[config.mk]
export PLATFORM = sky130hd
export DESIGN_NAME = pix_stats
export DESIGN_NICKNAME = d
export VERILOG_FILES = /design/src/rtl/pix_stats.sv
export SDC_FILE = /design/constraint.sdc
export NUM_CORES = 1
export LEC_CHECK = 0
export CAP_MARGIN = 20
export CORE_MARGIN = 1.5
export CORE_UTILIZATION = 56
export DETAILED_ROUTE_END_ITERATION = 8
export PLACE_DENSITY = 0.81
export SETUP_SLACK_MARGIN = 0.5
export SLEW_MARGIN = 10
export SYNTH_ARGS = -nofsm -noshare
export SYNTH_HDL_FRONTEND = slang
export SYNTH_SLANG_ARGS = --single-unit
[constraint.sdc]
create_clock -name clk -period 3.6 [get_ports clk]
set_input_delay 0.72 -clock clk [delete_from_list [all_inputs] [get_ports clk]]
set_output_delay 0.72 -clock clk [all_outputs]
set_load 0.01 [all_outputs]
[src/rtl/pix_stats.sv]
// Per-frame RGB444 statistics: per-channel max/min over a frame of num_pix pixels.
// Defining PIX_STATS_CNT_EN adds the pix_cnt output (accepted pixels of the last frame).
module pix_stats #(
  parameter int NPIX_W = 16
) (
  input  logic              clk,
  input  logic              rst,
  input  logic              start,
  input  logic              clr,
  input  logic [NPIX_W-1:0] num_pix,
  input  logic              pix_vld,
  input  logic [11:0]       pix_in,
  output logic              pix_rdy,
  output logic [11:0]       max,
  output logic [11:0]       min,
  output logic              done,
  output logic              busy
`ifdef PIX_STATS_CNT_EN
  ,
  output logic [NPIX_W-1:0] pix_cnt
`endif
);

  typedef enum logic [1:0] {IDLE, SCAN, DONE} state_t;

  state_t            state_q, state_d;
  logic [NPIX_W-1:0] numPix_q, numPix_d;
  logic [NPIX_W-1:0] cnt_q, cnt_d;
  logic [11:0]       runMax_q, runMax_d;
  logic [11:0]       runMin_q, runMin_d;
  logic [11:0]       max_q, max_d;
  logic [11:0]       min_q, min_d;
  logic              pixRdy_q, pixRdy_d;
  logic              accept;

  // clr wins over everything; each 4-bit channel is compared on its own.
  always_comb begin
    state_d  = state_q;
    numPix_d = numPix_q;
    cnt_d    = cnt_q;
    runMax_d = runMax_q;
    runMin_d = runMin_q;
    accept   = pix_vld & pixRdy_q & ~clr;
    if (clr) begin
      state_d  = IDLE;
      cnt_d    = '0;
      runMax_d = 12'h000;
      runMin_d = 12'hFFF;
    end else begin
      case (state_q)
        IDLE: begin
          if (start) begin
            numPix_d = num_pix;
            cnt_d    = '0;
            runMax_d = 12'h000;
            runMin_d = 12'hFFF;
            state_d  = (num_pix == '0) ? DONE : SCAN;
          end
        end
        SCAN: begin
          if (accept) begin
            for (int c = 0; c < 3; c++) begin
              if (pix_in[c*4 +: 4] > runMax_q[c*4 +: 4]) runMax_d[c*4 +: 4] = pix_in[c*4 +: 4];
              if (pix_in[c*4 +: 4] < runMin_q[c*4 +: 4]) runMin_d[c*4 +: 4] = pix_in[c*4 +: 4];
            end
            cnt_d = cnt_q + NPIX_W'(1);
            if (cnt_d == numPix_q) state_d = DONE;
          end
        end
        DONE:    state_d = IDLE;
        default: state_d = IDLE;
      endcase
    end
  end

  // Results are loaded on the edge entering DONE so they appear together with done.
  always_comb begin
    max_d    = (state_d == DONE) ? runMax_d : max_q;
    min_d    = (state_d == DONE) ? runMin_d : min_q;
    pixRdy_d = (state_d == SCAN);
  end

  always_ff @(posedge clk or posedge rst) begin
    if (rst) begin
      state_q  <= IDLE;
      numPix_q <= '0;
      cnt_q    <= '0;
      runMax_q <= 12'h000;
      runMin_q <= 12'hFFF;
      max_q    <= 12'h000;
      min_q    <= 12'hFFF;
      pixRdy_q <= 1'b0;
    end else begin
      state_q  <= state_d;
      numPix_q <= numPix_d;
      cnt_q    <= cnt_d;
      runMax_q <= runMax_d;
      runMin_q <= runMin_d;
      max_q    <= max_d;
      min_q    <= min_d;
      pixRdy_q <= pixRdy_d;
    end
  end

`ifdef PIX_STATS_CNT_EN
  logic [NPIX_W-1:0] pixCnt_q;

  always_ff @(posedge clk or posedge rst) begin
    if (rst) begin
      pixCnt_q <= '0;
    end else if (state_d == DONE) begin
      pixCnt_q <= cnt_d;
    end
  end

  assign pix_cnt = pixCnt_q;
`endif

  assign pix_rdy = pixRdy_q;
  assign max     = max_q;
  assign min     = min_q;
  assign done    = (state_q == DONE);
  assign busy    = (state_q != IDLE);

endmodule

==> results.ini <==
[run_status]
status=finished clean

[drt]
drtIter0Drc=232
routed_wl_mm=10.4
firstDrtPassIters=5
drc=0
vias=3638
vias_per_cell=5.93
routedWlPerCell_um=16.9
postRouteAntennaNets=0

[logic_synthesis]
synth_area_per_cell_um2=10.4
synth.area.top_cells=dfrtp_1, dfstp_2, ha_1
synth.net_count=499
ys_seq_elements=83
yosysSeqAreaShare_pct=45.5
yosys_warnings=0
yosysTopAreaCell=dfrtp_1
synth-edff-count=0
synth_top_area_share_pct=31.9
async_flop_share_pct=100
syn_inst=444
syn-cell-area_um2=4630
ys_types=51
synth_top_flop_cell=dfrtp_1

[die]
ioPinCount=60
die_h_um=93.9
chipWidth_um=93.9
rows=32
start_util_pct=59.0
dieArea_um2=8820
fp.coreArea_um2=7850

[worst_setup_path]
endpoint_kind=flop
worstReg2RegStart=cnt_q[0]
reg2reg_setup_slack_ps=860
crit_required_ps=3850
startpoint_type=input pin
crit_fanout=7
worst-setup-path-type=in2reg
cp.arrival_ps=3090
worst_r2r_path_depth=9
r2r-end=max[9]

[global_routing]
track_usage_pct=25.6
grt_max_degree=42
antenna_found_initial=0
grt-ovfl-total=0
grt_pass1_vias=3658
grt_pass1_wl_mm=17.5

[timing]
fin_setup_tns_ps=0
finalCritPeriodShare_pct=79.0
slew_headroom_pct=54.5
post-route-min-period_ps=2840
final-max-slew-violation-count=0
max_freq_ghz=0.352
hold_viol_final=0
max_slew.worst_pin.slew_ps=682
fin_skew_ps=11.1
rsz0062_at_grt=false
finalSetupViolCount=0

[layout]
area_growth_pct=19.7
multiInputGateArea_um2=2330
utilization_pct=70.6
nets=562
num_antenna_cells=0
n_fill_cell=600
drive_gt1_share_pct=17.6
seqCellArea_um2=2110

[placement]
io_buffer_count=59
hpwl_mm=7.64
place.gp.congestion=0.831

[clock_network]
cts_made_buffers=9
clock_latency_ps=360
clockBufferDepth=2
clkSlewWorstSetupHoldPaths_ps=90
clkSinkCount=83
tritoncts=yes
htreeDepth=3
post_cts_resized=0
clk_root_buffer_cell=clkbuf_8

[job]
drv_cap=0

[power]
ir_worst_vdd_mv=0.235
power_leakage_nw=2.50
power_density_nw_per_um2=342

[min_path]
hp-start=max[6]
min_to=max[6]
holdPathStages=1
hold_path.class=reg2reg

==> layout make-up <==
| class | count | share of cell area (%) |
|---|---|---|
| multi-input cells | 313 | 42.1 |
| flip-flops and latches | 83 | 38.0 |
| repair buffers | 71 | 12.5 |
| clock buffers | 12 | 2.62 |
| well taps | 102 | 2.30 |
| inverters | 29 | 1.99 |
| clock inverters | 4 | 0.497 |
==> sequential cells by signal, summed over array words and instances (netlist names) <==
name,count
numPix_q,16
state_q,2
max,12
min,12
runMax_q,12
cnt_q,16
runMin_q,12
pix_rdy,1
==> layer usage <==
layer	wire length [µm]	share of wire (%)	track usage, %
met1	4780	46	35.8
met2	4730	46	39.6
met3	604	5.8	5.10
met4	237	2.3	9.45
met5	0	0	0
==> critical path: stages <==
cell and delay, ps:
clkdlybuf4s50_1 480, ha_1 350, nor2b_1 140, o21a_1 160, o21a_1 170, o211ai_1 450, mux2i_1 260, nor2_1 80
mux2_4 280
==> synth_stat cells, types with 8 or more instances <==
cell	instances
clkbuf_1	11
nand2_1	27
nor2_1	30
inv_1	29
mux2i_1	18
a21oi_1	9
nand3_1	19
ha_1	22
o31a_1	8
o21ai_0	26
mux2_2	22
dfrtp_1	59
xor2_1	10
o211ai_1	8
mux2_4	9
dfstp_2	24
a211oi_1	8
nand4_1	8
==> layout by cell type, fill, tap and decap left out, types with 6 or more instances in the layout <==
cell type        count
nand2b_1             7
o21a_1               7
xnor2_1              7
inv_1               28
nor2_1              30
dfstp_2             24
nand3_1             19
nand4_1              8
mux2_2              22
clkbuf_8            10
a21o_1               6
nor2b_1              7
o31ai_1              6
o21ai_0             26
a211oi_1             8
and3_1               6
clkdlybuf4s50_1     59
o211ai_1             8
o31a_1               8
buf_4               11
a21oi_1              9
mux2i_1             18
dfrtp_1             59
xor2_1              10
nand2_1             27
ha_1                22
mux2_4               9
==> logic make-up after synthesis <==
logic type | Yosys count | synth area share [%]
adders and majority gates | 22 | 5.95
xor gates and xnor gates | 17 | 3.22
DFF | 83 | 45.5
buffers and inverters | 48 | 4.22
AOI/OAI and AO/OA | 92 | 13.5
muxes | 49 | 12.2
and+or+nand+nor | 133 | 15.5
==> how the worst max path moves through the flow <==
stage                         start  slack (ps)  cells after the start        to
after CTS                  cnt_q[0]         620                      8   max[11]
after global routing      pix_in[5]         590                      9    max[7]
after detailed placement  pix_in[1]         410                      9    max[3]
after floorplan                 rst         780                      1  cnt_q[0]
after global placement    pix_in[1]         440                      9    max[3]
final                     pix_in[1]         760                      9    max[3]
==> what timing repair did <==
item / 4_1_cts / 5_1_grt
buffers inserted: 0 / 1
setup endpoints to repair: 0 / 15
hold buffers: 0 / 0
endpoints found under the hold margin: 0 / 0
==> power breakdown <==
part	switching (mW)	internal [mW]	leakage, nW
Clock	0.327	0.269	0.0786
Combinational	0.139	0.140	1.39
Sequential	0.0421	0.980	1.04
Total	0.509	1.39	2.50
==> metrics by stage <==
stage / cells / power [mW] / hold slack (ps) / area (µm²) / setup slack, ps
after floorplan: 444 / 1.20 / 465 / 4630 / 783
after detailed placement: 597 / 1.32 / 496 / 5350 / 406
after global placement: 597 / 1.31 / 486 / 5350 / 445
final: 614 / 1.90 / 515 / 5540 / 755
after global routing: 614 / 1.98 / 527 / 5540 / 594
after CTS: 613 / 1.92 / 519 / 5520 / 623
(Power assumes the default switching activity.)
